$ cat config.mk
export PLATFORM = sky130hd
export DESIGN_NAME = gx4000_unlock_sequencer
export DESIGN_NICKNAME = d
export VERILOG_FILES = /design/src/rtl/gx4000_pkg.sv /design/src/rtl/gx4000_cycle_timer.sv /design/src/rtl/gx4000_unlock_sequencer.sv
export SDC_FILE = /design/constraint.sdc
export NUM_CORES = 1
export LEC_CHECK = 0
export CAP_MARGIN = 30
export CORE_MARGIN = 2
export CORE_UTILIZATION = 45
export DETAILED_ROUTE_END_ITERATION = 10
export DONT_BUFFER_PORTS = 1
export PLACE_DENSITY = 0.6
export SYNTH_ARGS = -nofsm -noshare
export SYNTH_HDL_FRONTEND = slang
export SYNTH_SLANG_ARGS = --single-unit
$ cat constraint.sdc
create_clock -name clk_sys -period 3 [get_ports clk_sys]
set_clock_uncertainty 0.1 [all_clocks]
set_input_delay 0.15 -clock clk_sys [delete_from_list [all_inputs] [get_ports clk_sys]]
set_output_delay 0.15 -clock clk_sys [all_outputs]
set_load 0.03 [all_outputs]
$ cat src/rtl/gx4000_pkg.sv
// Shared GX4000 Plus ASIC unlock constants, used by the unlock sequencer and the ACID detector.
package gx4000_pkg;

   localparam int UNLOCK_LEN = 17;
   localparam int STATE_IDX  = 13;
   localparam int TIMER_W    = 16;

   localparam logic [7:0] ACID_PORT_HI = 8'hBC;

   localparam logic [7:0] UNLOCK_SEQ [0:16] = '{
      8'hFF, 8'h77, 8'hB3, 8'h51, 8'hA8, 8'hD4, 8'h62, 8'h39, 8'h9C,
      8'h46, 8'h2B, 8'h15, 8'h8A, 8'hCD, 8'hEE, 8'hFF, 8'hFF
   };

   typedef enum logic [2:0] {
      ST_IDLE,
      ST_REQ,
      ST_WRITE,
      ST_GAP,
      ST_CHECK
   } unlock_tx_state_t;

   typedef enum logic {
      MODE_UNLOCK,
      MODE_LOCK
   } unlock_mode_t;

   // Relock differs from unlock only in the STATE byte.
   function automatic logic [7:0] seq_byte(unlock_mode_t mode, logic [4:0] idx);
      logic [7:0] b;
      b = 8'h00;
      if (idx < 5'(UNLOCK_LEN))
         b = UNLOCK_SEQ[idx];
      if (mode == MODE_LOCK && idx == 5'(STATE_IDX))
         b = 8'h00;
      return b;
   endfunction

endpackage

$ cat src/rtl/gx4000_cycle_timer.sv
// Loadable down-counter; zero is high once the loaded count has been exhausted.
module gx4000_cycle_timer
   import gx4000_pkg::*;
#(
   parameter int W = TIMER_W
) (
   input  logic         clk_sys,
   input  logic         reset_n,
   input  logic         load,
   input  logic [W-1:0] load_val,
   output logic         zero
);

   logic [W-1:0] count;

   always_ff @(posedge clk_sys or negedge reset_n) begin
      if (!reset_n)
         count <= '0;
      else if (load)
         count <= load_val;
      else if (count != '0)
         count <= count - W'(1);
   end

   assign zero = (count == '0);

endmodule

$ cat src/rtl/gx4000_unlock_sequencer.sv
// Bus-master engine that writes the 17-byte Plus ASIC unlock/relock sequence to port &BCxx
// and confirms the outcome against the ACID detector.
//
// state    | meaning
// IDLE     | waiting for unlock_req / lock_req with plus_mode set
// REQ      | bus_req high, waiting for bus_ack (bounded by ACK_TIMEOUT)
// WRITE    | io_wr high for WR_CYCLES with the current sequence byte
// GAP      | io_wr low for GAP_CYCLES, address/data held
// CHECK    | bus released, settle CHECK_CYCLES then judge asic_valid
module gx4000_unlock_sequencer
   import gx4000_pkg::*;
#(
   parameter int WR_CYCLES    = 4,
   parameter int GAP_CYCLES   = 4,
   parameter int ACK_TIMEOUT  = 1023,
   parameter int CHECK_CYCLES = 2
) (
   input  logic        clk_sys,
   input  logic        reset_n,
   input  logic        plus_mode,
   input  logic        unlock_req,
   input  logic        lock_req,
   input  logic        asic_valid,
   output logic        bus_req,
   input  logic        bus_ack,
   output logic [15:0] io_addr,
   output logic [7:0]  io_data,
   output logic        io_wr,
   output logic        busy,
   output logic [4:0]  byte_idx,
   output logic        done,
   output logic        error
);

   localparam logic [TIMER_W-1:0] WR_LOAD    = TIMER_W'(WR_CYCLES - 1);
   localparam logic [TIMER_W-1:0] GAP_LOAD   = TIMER_W'(GAP_CYCLES - 1);
   localparam logic [TIMER_W-1:0] ACK_LOAD   = TIMER_W'(ACK_TIMEOUT - 1);
   localparam logic [TIMER_W-1:0] CHECK_LOAD = TIMER_W'(CHECK_CYCLES - 1);
   localparam logic [4:0]         LAST_IDX   = 5'(UNLOCK_LEN - 1);

   unlock_tx_state_t     state, state_nx;
   unlock_mode_t         mode, mode_nx;
   logic [4:0]           byte_idx_nx;
   logic                 done_nx, error_nx;
   logic                 tmr_load, tmr_zero;
   logic [TIMER_W-1:0]   tmr_val;
   logic                 on_bus;

   gx4000_cycle_timer #(.W(TIMER_W)) u_timer (
      .clk_sys  (clk_sys),
      .reset_n  (reset_n),
      .load     (tmr_load),
      .load_val (tmr_val),
      .zero     (tmr_zero)
   );

   always_ff @(posedge clk_sys or negedge reset_n) begin
      if (!reset_n) begin
         state    <= ST_IDLE;
         mode     <= MODE_UNLOCK;
         byte_idx <= '0;
         done     <= 1'b0;
         error    <= 1'b0;
      end else begin
         state    <= state_nx;
         mode     <= mode_nx;
         byte_idx <= byte_idx_nx;
         done     <= done_nx;
         error    <= error_nx;
      end
   end

   always_comb begin
      state_nx    = state;
      mode_nx     = mode;
      byte_idx_nx = byte_idx;
      done_nx     = 1'b0;
      error_nx    = 1'b0;
      tmr_load    = 1'b0;
      tmr_val     = '0;

      unique case (state)
         ST_IDLE: begin
            if (plus_mode && (unlock_req || lock_req)) begin
               mode_nx     = unlock_req ? MODE_UNLOCK : MODE_LOCK;
               byte_idx_nx = '0;
               tmr_load    = 1'b1;
               tmr_val     = ACK_LOAD;
               state_nx    = ST_REQ;
            end
         end
         ST_REQ: begin
            if (bus_ack) begin
               tmr_load = 1'b1;
               tmr_val  = WR_LOAD;
               state_nx = ST_WRITE;
            end else if (tmr_zero) begin
               error_nx = 1'b1;
               state_nx = ST_IDLE;
            end
         end
         ST_WRITE: begin
            if (!bus_ack || !plus_mode) begin
               error_nx    = 1'b1;
               byte_idx_nx = '0;
               state_nx    = ST_IDLE;
            end else if (tmr_zero) begin
               tmr_load = 1'b1;
               tmr_val  = GAP_LOAD;
               state_nx = ST_GAP;
            end
         end
         ST_GAP: begin
            if (!bus_ack || !plus_mode) begin
               error_nx    = 1'b1;
               byte_idx_nx = '0;
               state_nx    = ST_IDLE;
            end else if (tmr_zero) begin
               tmr_load = 1'b1;
               if (byte_idx == LAST_IDX) begin
                  tmr_val  = CHECK_LOAD;
                  state_nx = ST_CHECK;
               end else begin
                  tmr_val     = WR_LOAD;
                  byte_idx_nx = byte_idx + 5'd1;
                  state_nx    = ST_WRITE;
               end
            end
         end
         ST_CHECK: begin
            // The arbiter may legitimately withdraw bus_ack once bus_req drops, so only plus_mode aborts here.
            byte_idx_nx = '0;
            if (!plus_mode) begin
               error_nx = 1'b1;
               state_nx = ST_IDLE;
            end else if (tmr_zero) begin
               if (mode == MODE_LOCK || asic_valid)
                  done_nx = 1'b1;
               else
                  error_nx = 1'b1;
               state_nx = ST_IDLE;
            end else begin
               byte_idx_nx = byte_idx;
            end
         end
         default: begin
            byte_idx_nx = '0;
            state_nx    = ST_IDLE;
         end
      endcase
   end

   always_comb begin
      on_bus  = (state == ST_WRITE) || (state == ST_GAP);
      bus_req = on_bus || (state == ST_REQ);
      io_wr   = (state == ST_WRITE);
      busy    = (state != ST_IDLE);
      io_data = on_bus ? seq_byte(mode, byte_idx) : 8'h00;
      io_addr = on_bus ? {ACID_PORT_HI, io_data} : 16'h0000;
   end

endmodule
# Word level (Yosys, flattened, before mapping)
# Memories as Yosys holds them, arrays and structs flattened.
# Index checks and enable logic that the tools add are counted.
# totals
n_memories	1
input_bits	7
output_inout_bits	34
regBits	27
elab_cells	93
mem_bits_ro	256
# memory_table
name	words	word_bits	rd	rd_ports_with_merged_regs	write_ports	line	source
(name not given)	32	8	1	0	0	gx4000_pkg.sv:33	b = UNLOCK_SEQ[idx];
# op_classes
n_eq_ne	12
n_mux	50
reduce_logical	18
add_sub_neg	2
n_lt_le_gt_ge	2
bitwise_logic	2
# op_table
op	n
two-way mux 16 bit	3
two-way mux 8 bit	5
case mux 10 bit (4 select lines)	1
two-way mux 5 bit	7
two-way mux 3 bit	9
case mux 5 bit (5 select lines)	1
zero test 16 bit	1
nonzero test 16 bit	1
subtractor 16 x 1 -> 16 bit (second input constant)	1
case mux 3 bit (5 select lines)	1
two-way mux 1 bit	14
two-way mux 2 bit	6
two-way mux 10 bit	1
!= test 3 bit (second input constant)	3
== test 3 x 2 -> 1 bit (second input constant)	2
>= comparator 6 bit (second input constant)	1
NOT 5 -> 6 bit	1
case mux 1 bit (3 select lines)	2
AND reduction 6 bit	1
adder 5 x 1 -> 5 bit (second input constant)	1
== test 5 x 4 -> 1 bit (second input constant)	1
== test 5 bit (second input constant)	1
logical OR 1 bit	5
< comparator 5 bit (second input constant)	1
other kinds (14)	16

# Logic depth before layout (Yosys ltp)
# logic_depth
word_depth	8
depth_mapped	8
ltp_nobuf	7

# Modules after synthesis
# A second synthesis with hierarchy kept.
# unflattened
hier_cells	273
area_unflattened_um2	2252.2
# modules_own_cells
mod	area_per_inst_um2	cells_each	seq_area_each_um2	instances
gx4000_unlock_sequencer	1246.2	169	275.3	1
gx4000_cycle_timer	1006.0	104	400.4	1

# Worst setup path before layout
# Ideal clock, no wire load.
# synth_path
kind	flip-flop to output port
from	register byte_idx[1]
to	output port io_data[6]
path_buffers	1
t_arrival_ns	2.445
t_required_ns	2.750
stages_incl_launch_ff	8
path_slack_ns	0.305
cell_sequence	dfrtp_1 -> inv_1 -> ha_1 -> and3_1 -> o21ai_0 -> nand3_1 -> a21oi_1 -> buf_4
# synth_via
elab_chain_cells	7
elab_cells_between_ends	10
classes_between	order compare (1); eq/ne (1); mux (5); bitwise (1); reduce/logical (1); memory (1)
# synth_lines
element	line	source
start, declared	gx4000_unlock_sequencer.sv:30	output logic [4:0] byte_idx,
start signal, assigned	gx4000_unlock_sequencer.sv:67	byte_idx <= byte_idx_nx;
NOT 5 -> 6 bit (implied by the code)	gx4000_pkg.sv:33	
memory (32 x 8 bit)	n/a	
two-way mux 8 bit (implied by the code) (2 in series)	gx4000_pkg.sv:33	
two-way mux 8 bit	gx4000_pkg.sv:32	if (idx < 5'(UNLOCK_LEN))
two-way mux 8 bit *	gx4000_pkg.sv:34	if (mode == MODE_LOCK && idx == 5'(STATE_IDX))
two-way mux 8 bit *	gx4000_unlock_sequencer.sv:158	io_data = on_bus ? seq_byte(mode, byte_idx) : 8'h00;
end, declared	gx4000_unlock_sequencer.sv:27	output logic [7:0] io_data,
# Every way passes the cells marked *; elsewhere a longest branch is shown, timed or not. The select of a mux whose other input is x is not followed.

# Final worst setup path
# layout_path
from	register u_timer.count[0]
to	register error
# layout_via
elab_chain_cells	4
elab_cells_between_ends	6
classes_between	mux (5); reduce/logical (1)
# layout_lines
element	line	source
start, declared	gx4000_cycle_timer.sv:14	logic [W-1:0] count;
start signal, assigned	gx4000_cycle_timer.sv:20	count <= load_val;
start signal, assigned	gx4000_cycle_timer.sv:22	count <= count - W'(1);
zero test 16 bit *	gx4000_cycle_timer.sv:25	assign zero = (count == '0);
two-way mux 1 bit (on tied branches)	gx4000_unlock_sequencer.sv:136, gx4000_unlock_sequencer.sv:97	
two-way mux 1 bit (on tied branches)	gx4000_unlock_sequencer.sv:133, gx4000_unlock_sequencer.sv:93	
case mux 1 bit (3 select lines) *	gx4000_unlock_sequencer.sv:82	unique case (state)
via error_nx	gx4000_unlock_sequencer.sv:44	logic done_nx, error_nx;
end signal, assigned	gx4000_unlock_sequencer.sv:69	error <= error_nx;
end, declared	gx4000_unlock_sequencer.sv:32	output logic error
# The timed path passes the listed nets; every way through them passes the cells marked *.
# A chain may end at the register's enable or synchronous reset.

==> key figures <==
Synthesis
  – Avg Inst Size Synth: 8.21 um^2
  – Main synth FF type: dfrtp_1
  – Ys async rst share: 100%
  – Mapped Cells: 247
  – Warnings from Yosys: 0
  – Post-synth EDFFs: 0
  – Cell variety after synth: 47
  – Synthesized area: 2030 um^2
  – Post-synthesis register bit count: 27
  – Seq/Total Area, Yosys: 33.3%

STA
  – Slew HR: 52.6%
  – Max Slew Vio Count: 0
  – RSZ-0062 raised after global routing: no
  – Final min period: 2.82 ns
  – Worst Tran Pin Value: 0.711 ns
  – Hold Vio Cnt, Final: 0
  – Final period utilization: 94.0%
  – Post-route setup TNS: 0 ns
  – Max Clk Rate: 355 MHz
  – Setup-failing EPs final: 0

Drt
  – M1 WL: 2130 um
  – Wirelength per Cell: 14.8 um
  – Vias per cell: 5.79
  – Via count: 1725
  – Initial DRC Count: 180
  – Met3 wire length: 177 um
  – First-pass detailed-route iteration total: 4
  – Final WL: 4420 um
  – Remaining antenna violation count after routing: 0
  – Top sig layer: met4
  – Residual DRC: 0
  – Total length of routed met2 wires: 2080 um

Job
  – Max_cap viols: 0

Pwr
  – Internal cell power: 0.725 mW
  – Worst VDD drop: 326 uV
  – Total net switching power: 0.598 mW
  – Combinational power share: 42.2%
  – Share of power burned in registers: 42.0%
  – Clock share of power: 15.8%
  – Cell area power density: 611 nW/um^2
  – Switching share of total power: 45.2%
  – LEAKAGE: 0.891 nW

Critical path
  – WS Path Type: flop to flop
  – Crit Path Max Fanout: 12
  – CP max stage delay: 0.57 ns
  – CP bufs+invs: 3
  – Startpoint types: flop
  – Worst EP required: 3.12 ns
  – Cell family with most CP delay: simple AND/OR/NAND/NOR gates
  – Worst path arrival time: 2.94 ns
  – CP Cell Sequence: inv_1 > ha_1 > or3b_4 > nor4_4 > nand2_1 > buf_4 > o221ai_1 > dlygate4sd3_1
  – Worst Setup End Kind: flop
  – Max stage delay cell, worst path: dlygate4sd3_1

CTS
  – Clock H-tree levels: 1
  – Setup repair bufs after CTS: 0
  – CTS max path bufs: 2
  – Clock transition at path regs: 0.10 ns
  – CTS tree: yes
  – CTS sink cnt: 27
  – Clock root buffer: clkbuf_8
  – Inserted Clock Buffers: 3
  – Clk Latency, worst-skew pair: 0.27 ns

Outcome
  – Outcome: finished, final reports clean

Final layout
  – Commonest cells after routing, fill and taps aside: 32 x nor2_1, 27 x dfrtp_1, 18 x nand2_1
  – # fillers: 414
  – Area of the multi-input gates: 1160 um^2
  – Commonest non-fill, non-tap cell in the layout: nor2_1
  – Final instance area: 2170 um^2
  – Sequential cell area: 676 um^2
  – Fraction of layout cells with a size suffix above 1: 11.0%
  – Area added between synthesis and finish: 6.85%
  – Inserted Diodes: 0
  – # nets final: 264

Place
  – DP HPWL: 3080 um
  – GPL Wtd Cong: 0.769
  – PortBufs: 0
  – Area of placed instances: 2050 um^2

Die
  – Die Area: 5060 um^2
  – Num rows: 24
  – # IOs: 41
  – Core region area: 4350 um^2
  – Die Y-Extent: 71.1 um
  – DIE WIDTH: 71.1 um
  – Initial Util: 46.6%

Global route
  – Total grt overflow: 0
  – Vias in the first global route: 1660
  – First-pass GRT wire length: 7510 um
  – Largest net degree at the start of global routing: 28
  – Initial antenna violation count: 0
  – GRT Total Usage: 18.0%

Min path
  – Hold crit path type: primary input to flop
-- power groups by stage --
stage	registers (mW)	clock network [mW]	logic (mW)
finish	0.556	0.209	0.558
global route	0.578	0.228	0.612
CTS	0.556	0.220	0.563
detailed placement	0.564	0	0.542
global placement	0.564	0	0.539
floorplan	0.531	0	0.520
-- registers in the layout, summed over array words and instances, names as in the netlist --
signal	flops
done	1
mode	1
error	1
u_timer.count	16
byte_idx	5
state	3
-- final timing paths --
path,cells past startpoint,slack [ns],start,endpoint
max,8,0.18,u_timer.count[0],error
min,3,0.01,bus_ack,state[0]
max reg2reg,8,0.18,u_timer.count[0],error
min reg2reg,2,0.46,u_timer.count[10],u_timer.count[10]
max in group asynchronous,2,2.44,reset_n,u_timer.count[0]
min in group asynchronous,2,0.19,reset_n,mode
-- timing repair --
action                    CTS  global route
hold endpoints to repair   30             0
hold buffers                6             0
resized for setup           0             0
-- routing by layer --
| metal | vias to the layer above | global-route usage, % |
|---|---|---|
| li1 | 868 | - |
| met1 | 820 | 24.3 |
| met2 | 33 | 30.4 |
| met3 | 4 | 3.13 |
| met4 | 0 | 3.98 |
| met5 | - | 0 |
-- synth_stat cells, types with 2 or more instances --
cell type | number | area (um^2)
or4_1 | 3 | 22.5
nand2b_1 | 4 | 25.0
mux2i_1 | 3 | 30.0
o21ai_1 | 2 | 10.0
nor2_1 | 32 | 120
ha_1 | 10 | 125
a211oi_1 | 6 | 45.0
xnor2_1 | 8 | 70.1
nor3_1 | 8 | 40.0
clkbuf_1 | 12 | 45.0
a21oi_1 | 16 | 80.1
o21ai_0 | 15 | 75.1
o21bai_1 | 2 | 15.0
a31oi_1 | 2 | 12.5
nand4b_1 | 2 | 17.5
nor3b_1 | 2 | 15.0
and3b_1 | 2 | 17.5
inv_1 | 8 | 30.0
nand3_1 | 11 | 55.1
o31ai_1 | 6 | 45.0
o211ai_1 | 4 | 30.0
nand2_1 | 18 | 67.6
dfrtp_1 | 27 | 676
buf_4 | 16 | 120
nor4_1 | 3 | 18.8
nor2b_1 | 2 | 12.5
or3_1 | 3 | 18.8
-- cells by family after synthesis --
| family | after synthesis | share of synthesized area (%) |
|---|---|---|
| AND/OR/NAND/NOR | 97 | 25.0 |
| AO/OA/AOI/OAI | 63 | 20.0 |
| buffers and inverters | 37 | 9.87 |
| flip-flops | 27 | 33.3 |
| adder cells (fa/ha/maj) | 10 | 6.17 |
| XOR/XNOR | 8 | 3.45 |
| multiplexers | 4 | 2.04 |
| other | 1 | 0.185 |
-- stage by stage --
stage / worst slack, ns / std cells / util [%] / hold WS (ns) / power (mW)
4_1_cts: 0.196 / 298 / 49.8 / 0.0101 / 1.34
3_3_place_gp: 0.554 / 288 / 47.1 / -0.245 / 1.10
5_1_grt: 0.0279 / 298 / 49.8 / 0.0599 / 1.42
6_report: 0.181 / 298 / 49.8 / 0.0121 / 1.32
2_1_floorplan: 0.305 / 249 / - / -0.246 / 1.05
3_5_place_dp: 0.502 / 288 / 47.1 / -0.245 / 1.11
-- final cells by class --
type | instances | share of cell area, %
clock buffers | 3 | 1.91
flip-flops and latches | 27 | 31.2
well taps | 52 | 3.00
multi-input cells | 185 | 53.5
clock inverters | 1 | 0.231
inverters | 8 | 1.39
repair buffers | 22 | 8.78
-- worst register-to-register path: stages (launching register included) --
cell and delay (ns):
dfrtp_1 0.41, inv_1 0.08, ha_1 0.20, or3b_4 0.43
nor4_4 0.39, nand2_1 0.16, buf_4 0.24, o221ai_1 0.17
dlygate4sd3_1 0.57
No activity file was read; power rests on OpenSTA's default activity.
